$ cat src/rtl/arm_mc_ctrl_stall_pkg.sv
// Shared types and encodings for the stall-aware multicycle ARM control unit.
package arm_mc_ctrl_stall_pkg;

    typedef enum logic [3:0] {
        S_FETCH    = 4'd0,
        S_DECODE   = 4'd1,
        S_MEMADR   = 4'd2,
        S_MEMREAD  = 4'd3,
        S_MEMWB    = 4'd4,
        S_MEMWRITE = 4'd5,
        S_EXECR    = 4'd6,
        S_EXECI    = 4'd7,
        S_ALUWB    = 4'd8,
        S_BRANCH   = 4'd9,
        S_FAULT    = 4'd10
    } state_t;

    typedef enum logic [3:0] {
        COND_EQ = 4'b0000,
        COND_NE = 4'b0001,
        COND_CS = 4'b0010,
        COND_CC = 4'b0011,
        COND_MI = 4'b0100,
        COND_PL = 4'b0101,
        COND_VS = 4'b0110,
        COND_VC = 4'b0111,
        COND_HI = 4'b1000,
        COND_LS = 4'b1001,
        COND_GE = 4'b1010,
        COND_LT = 4'b1011,
        COND_GT = 4'b1100,
        COND_LE = 4'b1101,
        COND_AL = 4'b1110,
        COND_NV = 4'b1111
    } cond_t;

    localparam logic [1:0] OP_DP  = 2'b00;
    localparam logic [1:0] OP_MEM = 2'b01;
    localparam logic [1:0] OP_BR  = 2'b10;
    localparam logic [1:0] OP_UND = 2'b11;

    localparam logic [1:0] ALU_ADD = 2'b00;
    localparam logic [1:0] ALU_SUB = 2'b01;
    localparam logic [1:0] ALU_AND = 2'b10;
    localparam logic [1:0] ALU_ORR = 2'b11;

    localparam logic [1:0] SRCB_RD2  = 2'b00;
    localparam logic [1:0] SRCB_IMM  = 2'b01;
    localparam logic [1:0] SRCB_FOUR = 2'b10;

    localparam logic [1:0] RES_ALUOUT    = 2'b00;
    localparam logic [1:0] RES_DATA      = 2'b01;
    localparam logic [1:0] RES_ALURESULT = 2'b10;

    localparam logic [3:0] CMD_AND = 4'b0000;
    localparam logic [3:0] CMD_SUB = 4'b0010;
    localparam logic [3:0] CMD_ADD = 4'b0100;
    localparam logic [3:0] CMD_CMP = 4'b1010;
    localparam logic [3:0] CMD_ORR = 4'b1100;

    typedef struct packed {
        logic [1:0] ctrl;
        logic       nowrite;
        logic       flagw_cv;
    } alu_dec_t;

    // Data-processing cmd decode; unknown cmds fall back to a flag-free, write-free ADD.
    function automatic alu_dec_t alu_decode(input logic [3:0] cmd);
        alu_dec_t d;
        d = '{ctrl: ALU_ADD, nowrite: 1'b1, flagw_cv: 1'b0};
        case (cmd)
            CMD_ADD: d = '{ctrl: ALU_ADD, nowrite: 1'b0, flagw_cv: 1'b1};
            CMD_SUB: d = '{ctrl: ALU_SUB, nowrite: 1'b0, flagw_cv: 1'b1};
            CMD_AND: d = '{ctrl: ALU_AND, nowrite: 1'b0, flagw_cv: 1'b0};
            CMD_ORR: d = '{ctrl: ALU_ORR, nowrite: 1'b0, flagw_cv: 1'b0};
            CMD_CMP: d = '{ctrl: ALU_SUB, nowrite: 1'b1, flagw_cv: 1'b1};
            default: d = '{ctrl: ALU_ADD, nowrite: 1'b1, flagw_cv: 1'b0};
        endcase
        return d;
    endfunction

    function automatic logic is_mem_state(input state_t s);
        return (s == S_FETCH) || (s == S_MEMREAD) || (s == S_MEMWRITE);
    endfunction

endpackage

$ cat src/rtl/arm_mc_ctrl_stall_condlogic.sv
// Condition logic: architectural NZCV flags register, CondEx evaluation and
// FlagW-gated flag capture.
module arm_mc_ctrl_stall_condlogic
    import arm_mc_ctrl_stall_pkg::*;
(
    input  logic       clk,
    input  logic       reset,
    input  logic [3:0] cond,
    input  logic [3:0] aluflags,
    input  logic       flag_upd,
    input  logic [1:0] flagw,
    output logic       condex
);

    logic [3:0] flags;
    logic       n;
    logic       z;
    logic       c;
    logic       v;

    assign {n, z, c, v} = flags;

    always_comb begin
        condex = 1'b0;
        case (cond_t'(cond))
            COND_EQ: condex = z;
            COND_NE: condex = ~z;
            COND_CS: condex = c;
            COND_CC: condex = ~c;
            COND_MI: condex = n;
            COND_PL: condex = ~n;
            COND_VS: condex = v;
            COND_VC: condex = ~v;
            COND_HI: condex = c & ~z;
            COND_LS: condex = ~c | z;
            COND_GE: condex = (n == v);
            COND_LT: condex = (n != v);
            COND_GT: condex = ~z & (n == v);
            COND_LE: condex = z | (n != v);
            COND_AL: condex = 1'b1;
            default: condex = 1'b0;
        endcase
    end

    // Flags only move at the end of an execute cycle whose condition passed.
    always_ff @(posedge clk) begin
        if (reset) begin
            flags <= 4'b0000;
        end else begin
            if (flag_upd && condex && flagw[1]) begin
                flags[3:2] <= aluflags[3:2];
            end
            if (flag_upd && condex && flagw[0]) begin
                flags[1:0] <= aluflags[1:0];
            end
        end
    end

endmodule

$ cat src/rtl/arm_mc_ctrl_stall.sv
// Multicycle ARM control unit with variable-latency memory handshake, stall-aware
// strobes and a sticky wait-timeout FAULT state.
module arm_mc_ctrl_stall
    import arm_mc_ctrl_stall_pkg::*;
#(
    parameter int unsigned WAIT_TIMEOUT = 16
)
(
    input  logic        clk,
    input  logic        reset,
    input  logic [19:0] Instr,
    input  logic [3:0]  ALUFlags,
    input  logic        mem_ready,
    output logic        mem_req,
    output logic        MemWrite,
    output logic        PCWrite,
    output logic        IRWrite,
    output logic        RegWrite,
    output logic        AdrSrc,
    output logic        ALUSrcA,
    output logic [1:0]  ALUSrcB,
    output logic [1:0]  ResultSrc,
    output logic [1:0]  ImmSrc,
    output logic [1:0]  RegSrc,
    output logic [1:0]  ALUControl,
    output logic        fault
);

    localparam int unsigned CNT_W = (WAIT_TIMEOUT == 0) ? 1 : $clog2(WAIT_TIMEOUT + 1);
    localparam logic [CNT_W-1:0] CNT_LAST =
        CNT_W'((WAIT_TIMEOUT == 0) ? 0 : WAIT_TIMEOUT - 1);

    state_t           state_q;
    state_t           state_d;
    logic [CNT_W-1:0] wait_cnt;
    logic             wait_expire;

    logic [3:0] cond;
    logic [1:0] op;
    logic [5:0] funct;
    logic [3:0] rd;
    logic       rd_pc;
    logic       unused_rn;

    alu_dec_t   dec;
    logic       alu_op;
    logic       condex;
    logic       flag_upd;
    logic [1:0] flagw;

    assign cond      = Instr[19:16];
    assign op        = Instr[15:14];
    assign funct     = Instr[13:8];
    assign rd        = Instr[3:0];
    assign rd_pc     = (rd == 4'd15);
    assign unused_rn = ^Instr[7:4];

    assign dec      = alu_decode(funct[4:1]);
    assign flag_upd = (state_q == S_EXECR) || (state_q == S_EXECI);
    assign flagw    = {funct[0], funct[0] & dec.flagw_cv};

    arm_mc_ctrl_stall_condlogic u_condlogic (
        .clk      (clk),
        .reset    (reset),
        .cond     (cond),
        .aluflags (ALUFlags),
        .flag_upd (flag_upd),
        .flagw    (flagw),
        .condex   (condex)
    );

    // Timeout fires on the last tolerated stall cycle; a same-cycle mem_ready wins.
    assign wait_expire = (WAIT_TIMEOUT != 0) && !mem_ready && (wait_cnt == CNT_LAST);

    always_ff @(posedge clk) begin
        if (reset) begin
            state_q <= S_FETCH;
        end else begin
            state_q <= state_d;
        end
    end

    always_ff @(posedge clk) begin
        if (reset) begin
            wait_cnt <= '0;
        end else if (!is_mem_state(state_q) || mem_ready) begin
            wait_cnt <= '0;
        end else begin
            wait_cnt <= wait_cnt + CNT_W'(1);
        end
    end

    always_comb begin
        state_d   = state_q;
        mem_req   = 1'b0;
        MemWrite  = 1'b0;
        PCWrite   = 1'b0;
        IRWrite   = 1'b0;
        RegWrite  = 1'b0;
        AdrSrc    = 1'b0;
        ALUSrcA   = 1'b0;
        ALUSrcB   = SRCB_RD2;
        ResultSrc = RES_ALUOUT;
        alu_op    = 1'b0;
        fault     = 1'b0;

        case (state_q)
            S_FETCH: begin
                mem_req   = 1'b1;
                ALUSrcA   = 1'b1;
                ALUSrcB   = SRCB_FOUR;
                ResultSrc = RES_ALURESULT;
                if (mem_ready) begin
                    IRWrite = 1'b1;
                    PCWrite = 1'b1;
                    state_d = S_DECODE;
                end else if (wait_expire) begin
                    state_d = S_FAULT;
                end
            end
            S_DECODE: begin
                ALUSrcA   = 1'b1;
                ALUSrcB   = SRCB_FOUR;
                ResultSrc = RES_ALURESULT;
                case (op)
                    OP_MEM: state_d = S_MEMADR;
                    OP_DP:  state_d = funct[5] ? S_EXECI : S_EXECR;
                    OP_BR:  state_d = S_BRANCH;
                    OP_UND: state_d = S_FETCH;
                endcase
            end
            S_MEMADR: begin
                ALUSrcB = SRCB_IMM;
                state_d = funct[0] ? S_MEMREAD : S_MEMWRITE;
            end
            S_MEMREAD: begin
                AdrSrc  = 1'b1;
                mem_req = 1'b1;
                if (mem_ready) begin
                    state_d = S_MEMWB;
                end else if (wait_expire) begin
                    state_d = S_FAULT;
                end
            end
            S_MEMWRITE: begin
                AdrSrc  = 1'b1;
                mem_req = 1'b1;
                if (mem_ready) begin
                    MemWrite = condex;
                    state_d  = S_FETCH;
                end else if (wait_expire) begin
                    state_d = S_FAULT;
                end
            end
            S_MEMWB: begin
                ResultSrc = RES_DATA;
                RegWrite  = condex;
                PCWrite   = condex & rd_pc;
                state_d   = S_FETCH;
            end
            S_EXECR: begin
                ALUSrcB = SRCB_RD2;
                alu_op  = 1'b1;
                state_d = S_ALUWB;
            end
            S_EXECI: begin
                ALUSrcB = SRCB_IMM;
                alu_op  = 1'b1;
                state_d = S_ALUWB;
            end
            S_ALUWB: begin
                ResultSrc = RES_ALUOUT;
                RegWrite  = condex & ~dec.nowrite;
                PCWrite   = condex & rd_pc & ~dec.nowrite;
                state_d   = S_FETCH;
            end
            S_BRANCH: begin
                ALUSrcB   = SRCB_IMM;
                ResultSrc = RES_ALURESULT;
                PCWrite   = condex;
                state_d   = S_FETCH;
            end
            S_FAULT: begin
                fault = 1'b1;
            end
            default: begin
                state_d = S_FETCH;
            end
        endcase

        // A reset cycle discards any architectural update in flight.
        if (reset) begin
            MemWrite = 1'b0;
            PCWrite  = 1'b0;
            IRWrite  = 1'b0;
            RegWrite = 1'b0;
        end
    end

    assign ALUControl = alu_op ? dec.ctrl : ALU_ADD;
    assign ImmSrc     = op;
    assign RegSrc     = {op == OP_MEM, op == OP_BR};

endmodule

$ cat config.mk
export PLATFORM = sky130hd
export DESIGN_NAME = arm_mc_ctrl_stall
export DESIGN_NICKNAME = d
export VERILOG_FILES = /design/src/rtl/arm_mc_ctrl_stall_pkg.sv /design/src/rtl/arm_mc_ctrl_stall_condlogic.sv /design/src/rtl/arm_mc_ctrl_stall.sv
export SDC_FILE = /design/constraint.sdc
export NUM_CORES = 1
export LEC_CHECK = 0
export CORE_ASPECT_RATIO = 0.7
export CORE_MARGIN = 10
export CORE_UTILIZATION = 40
export DETAILED_ROUTE_END_ITERATION = 10
export HOLD_SLACK_MARGIN = 0.12
export PLACE_DENSITY = 0.87
export SLEW_MARGIN = 20
export SYNTH_ARGS = -nofsm -noshare
export SYNTH_HDL_FRONTEND = slang
export SYNTH_SLANG_ARGS = --single-unit
$ cat constraint.sdc
create_clock -name clk -period 2.9 [get_ports clk]
set_input_delay 0.87 -clock clk [delete_from_list [all_inputs] [get_ports clk]]
set_output_delay 0.87 -clock clk [all_outputs]
set_load 0.02 [all_outputs]
---- Yosys cells after proc, flatten, opt, wreduce, memory -nomap -nowiden ----
Cells that the tools add are included.
storage, ports and cells
  bits in read-only memories .............. 0
  memories kept ........................... 0
  bits in registers ....................... 13
  memory bits (writable) .................. 0
  word-level logic and storage cells ...... 102
  latch bits .............................. 0
operators by class
  shift operators ......................... 0
  bitwise logic cells ..................... 13
  add/sub/neg operators ................... 1
  multiply operators ...................... 0
  reduce and logical (&&, ||, !) cells .... 21
  magnitude comparators ................... 0
  eq/ne operators ......................... 35
  muxes and demuxes ....................... 28
  divide/modulo/power cells ............... 0
operators by type and width
  cell                   number
  $eq A4 B4 Y1 const B   13
  $eq A4 B3 Y1 const B   9
  $pmux W4 S7            1
  $eq A4 B2 Y1 const B   5
  $pmux W4 S5            1
  $mux W4                4
  $pmux W4 S4            1
  $pmux W1 S15           1
  $mux W1                14
  $logic_not A4 Y1       3
  $reduce_or A3 Y1       3
  $eq A4 B1 Y1 const B   2
  $pmux W2 S2            2
  $reduce_or A2 Y1       4
  $and A1 B1 Y1          6
  $add A5 B1 Y5 const B  1
  $eq A5 B4 Y1 const B   1
  $not A1 Y1             5
  $eq A2 B2 Y1 const B   2
  $logic_and A1 B1 Y1    4
  $logic_or A1 B1 Y1     4
  $pmux W1 S4            1
  $mux W3                1
  $eq A2 B1 Y1 const B   1
  7 further kinds        9

---- Logic depth before layout (Yosys ltp) ----
Gate-level depths: netlist (run 1).
  word-level depth ........................ 7
  depth in mapped cells ................... 8
  mapped depth without buffers ............ 8

---- Modules after synthesis ----
Synthesis (run 1) repeated with hierarchy kept, for this count alone.
unflattened totals
  cells, all modules ...................... 166
  area total of the unflattened synthesis .. 1293.7 µm²
by module, submodules not included
  module                       times used  cells each  seq. area each (µm²)  area each (µm²)
  arm_mc_ctrl_stall            1           113         180.2                 798.3
  arm_mc_ctrl_stall_condlogic  1           53          80.1                  495.5

---- Worst setup path before layout (run 1) ----
OpenSTA, ideal clock, no wires.
  path kind ............................... input to output
  from .................................... input Instr[17]
  to ...................................... output RegWrite
  path buffers ............................ 1
  setup slack ............................. -0.349 ns
  arrival time ............................ 2.379 ns
  cell stages on the path ................. 6
  cells stage by stage .................... buf_6 or4b_1 a31oi_1 a21oi_1 and3_4 nor4b_2
between the ends
  word-level cells in the longest chain between the ends .. 5
  elaborated cells between the ends (all ways) .. 19
ends and longest elaborated chain
  element                                     line                               source
  start, declared                             arm_mc_ctrl_stall.sv:11            input logic [19:0] Instr,
  $eq A4 B4 Y1, or another cell as far along  arm_mc_ctrl_stall_condlogic.sv:25  case (cond_t'(cond))
  $pmux W1 S15 *                              arm_mc_ctrl_stall_condlogic.sv:25
  $and A1 B1 Y1                               arm_mc_ctrl_stall.sv:173           RegWrite = condex & ~dec.nowrite;
  $pmux W1 S2 *                               arm_mc_ctrl_stall.sv:107           case (state_q)
  $mux W1 *                                   arm_mc_ctrl_stall.sv:192           if (reset) begin
  end, declared                               arm_mc_ctrl_stall.sv:18            output logic RegWrite,
Every way passes the cells marked *; elsewhere a longest branch is shown, timed or not.

---- Worst setup path after layout (run 1) ----
  from .................................... input Instr[11]
  to ...................................... output PCWrite
between the ends
  word-level cells in the longest chain between the ends .. 6
  elaborated cells between the ends (all ways) .. 10
ends and longest elaborated chain
  element                                     line                         source
  $eq A4 B4 Y1, or another cell as far along  arm_mc_ctrl_stall_pkg.sv:71  case (cmd)
  $pmux W4 S5 *                               arm_mc_ctrl_stall_pkg.sv:71
  $not A1 Y1 *                                arm_mc_ctrl_stall.sv:174     PCWrite = condex & rd_pc & ~dec.nowrite;
  $and A1 B1 Y1 *                             arm_mc_ctrl_stall.sv:174
  $pmux W1 S4 *                               arm_mc_ctrl_stall.sv:107
  $mux W1 *                                   arm_mc_ctrl_stall.sv:192
  end, declared                               arm_mc_ctrl_stall.sv:16      output logic PCWrite,
Marks and branches as above.

==> results.md, run 1 <==
- Status: finished, violations left
- Failing checks: setup timing
- Initial antenna violation count: 0
- Core area: 2860 sq um
- YS warnings: 0
- Switch share: 32.7%
- Critical path's top delay family: compound AO/OA/AOI/OAI gates
- Post-synthesis cell type with the largest combined area: dfxtp_1
- Grt ovf: 0
- Cts bufs inserted: 3
- WL/cell: 14.3 microns
- Final WS setup: -0.310 ns
- Slew margin rel.: 78.3%
- Top cell by count, worst path: buf_6
- Worst min-delay path class: register to register
- Clk Latency, worst-skew pair: 0.23 ns
- EDFF count, synth: 0
- Reg-to-reg startpoint: wait_cnt[0]
- Worst Setup Start Kind: input port
- Number of synthesized register bits: 13
- Post-layout util: 67.7%
- Row Count: 16
- Syn-to-layout area delta: 58.9%
- H-tree depth: 1
- Via Count: 1,371
- Final hold violations: 0
- Routed vias/inst: 5.31
- First-pass DRT Iterations: 4
- Max Clk Rate: 0.311 GHz
- Gpl congestion: 0.831
- Die Area: 5690 sq um
- Initial Util: 42.6%
- Ys flop type: dfxtp_1
- Hold-fix buffers, CTS: 0
- Leak: 0.835 nW
- CTS tree: built
- Antenna Nets Post-Route: 0
- Worst setup EP type: output port
- CP max stage cell: or4b_4
- Grt met3 use: 4.68%
- Worst slew pin tran: 0.325 ns
- Worst endpoint required time: 2.03 ns
- Hold_sp: wait_cnt[0]
- Clock Path Buffers: 2
- Syn_area_per_cell: 7.76 sq um
- Most frequent cells in the layout: buf_4 (37), nand2b_1 (17), nor2_1 (17)
- Final HPWL DP: 2950 microns
- Worst Setup SP: Instr[11]
- Slew Viols, Final: 0
- Crit Path Max Fanout: 2
- Design Area, Final: 1940 sq um
- Largest net degree at the start of global routing: 16
- Root Driver: clkbuf_8
- Placement Setup Slack: -1.22 ns
- Seq/Total Area, Yosys: 21.4%
- Peak supply drop: 0.379 mV
- Flop pwr share: 30.4%
- Ratio of cells with drive above 1 in the final layout: 30.6%
- Die W: 86.0 microns
- Sink Count: 13
- Fin nets: 252
- Area post-placement: 1840 sq um
- CP bufs+invs: 2
- 1st-iter DRT viols: 59
- All-Layer GR Usage: 12.4%
- Synth cell types: 54
- Port bufs: 40
- Synthesized area: 1220 sq um
- Leading cell type in the layout, fill and taps excluded: buf_4
- Final Critical Period: 3.21 ns
- Async SR Flop Fraction: 0%
- Synth top area cells: dfxtp_1 (21%), nand2b_1 (9.2%), nor2_1 (5.2%), mux2i_1 (4.1%), a21oi_1 (3.3%)
- RSZ-0062 raised after global routing: true
- Clock Power Share: 23.2%
- Tcrit/Tclk final: 111%
- Reg clk slew, reported paths: 0.05 ns
- Remaining DRCs: 0
- Via count of the first global-routing pass: 1,306
- IO Pins: 45
- Kind of critical path: input port to output port
- Grt met2 use: 19.9%
- # Max-Cap Violations: 0
- Post-synth top area share: 21.4%
- Clock skew: 0.000491 ns
- Post-synthesis cell count: 157
- Max incr delay on CP: 0.48 ns
- Switching power: 0.214 mW
- First-pass GRT wire length: 5980 microns
- N_diodes: 0
- Power Total: 0.656 mW
- Critical path cell sequence: buf_6, mux2_4, o31a_1, o21ai_1, or4b_4, o21bai_4, buf_6
- Cell Pwr Density: 339 nW/um^2
- Internal cell power: 0.441 mW
- Most Used Layer, Global Route: met2
- Combinational power share: 46.4%
- CP Data Arrival Time: 2.34 ns
- Die Height: 66.2 microns
- Syn Nets: 186
- WL final: 3680 microns
- Final setup fails: 3
- Worst hold margin: 0.465 ns
- GR Util met1: 15.3%
- Filler instances: 249
-- cell usage after synthesis (3+ instances only) --
cell type  count
clkbuf_1       4
xor2_1         4
dfxtp_1       13
nand3_1        3
nand2_1        5
buf_2          4
mux2i_1        5
a31oi_1        4
nor3_1         4
nand4bb_1      3
nor2b_1        3
a21oi_1        8
o21ai_1        5
nand3b_1       4
inv_1          4
nor2_1        17
nand2b_1      18
-- power groups by stage --
stage	clock network [mW]	registers, mW	logic [mW]
floorplan	0	0.195	0.165
CTS	0.158	0.198	0.303
detailed placement	0	0.202	0.294
finish	0.152	0.199	0.304
global route	0.167	0.200	0.328
global placement	0	0.201	0.288
-- sequential cells by signal, summed over array words and instances, names as in the netlist --
| signal | flops |
|---|---|
| wait_cnt | 5 |
| state_q | 4 |
| u_condlogic.flags | 4 |
-- worst register-to-register path, cell delays in order (launching register included) --
cell and delay [ns]:
dfxtp_1 0.32, ha_1 0.22, and3_1 0.19, ha_1 0.21, or3b_1 0.38, o21ai_1 0.14, a21oi_1 0.08, o22a_1 0.20
nor2_1 0.09
-- cell families after synthesis --
logic type,count (synthesis),synth area share [%]
fa+ha+maj,2,2.05
compound gates,34,18.9
mux,6,5.34
flops,13,21.4
buf+inv,18,7.80
simple gates,78,40.2
xor+xnor,6,4.31
-- per-stage QoR --
stage	instances	setup TNS, ns
detailed placement	251	-5.11
CTS	257	-0.953
global placement	251	-4.89
finish	258	-0.786
floorplan	157	-0.511
global route	258	-0.974
-- what timing repair did --
| item | 4_1_cts | 5_1_grt |
|---|---|---|
| endpoints found under the setup margin | 8 | 10 |
| resized for setup | 65 | 16 |
| buffers inserted | 2 | 1 |
| pin swaps | 8 | 6 |
| hold endpoints to repair | 0 | 0 |
-- layer usage --
metal  vias up  wire length [microns]
li1        690                      -
met1       628                   1700
met2        47                   1630
met3         6                    296
met4         0                     56
met5         -                      0
-- final cells by class --
class / count / area [sq um] / area share, %
Tap cell: 36 / 45.0 / 2.33
Multi-Input combinational cell: 126 / 938 / 48.4
Sequential cell: 13 / 262 / 13.5
Timing Repair Buffer: 74 / 628 / 32.4
Inverter: 5 / 18.8 / 0.969
Clock buffer: 4 / 45.0 / 2.33
-- worst paths after layout --
path                      end  slack, ns  cells past startpoint
setup / recovery      PCWrite      -0.31                      7
hold / removal    wait_cnt[0]       0.46                      1
setup reg to reg   state_q[2]       1.00                      8
hold reg to reg   wait_cnt[0]       0.46                      1
Note: power is estimated with default switching activity, not from simulation.
==> inputs of run 2 (changes only) <==
--- a/config.mk
+++ b/config.mk
@@ -11,7 +11,6 @@
 export DETAILED_ROUTE_END_ITERATION = 10
 export HOLD_SLACK_MARGIN = 0.12
 export PLACE_DENSITY = 0.87
-export SLEW_MARGIN = 20
 export SYNTH_ARGS = -nofsm -noshare
 export SYNTH_HDL_FRONTEND = slang
 export SYNTH_SLANG_ARGS = --single-unit
==> results of run 2 <==
Final layout, timing and power as in run 1 (identical DEF).
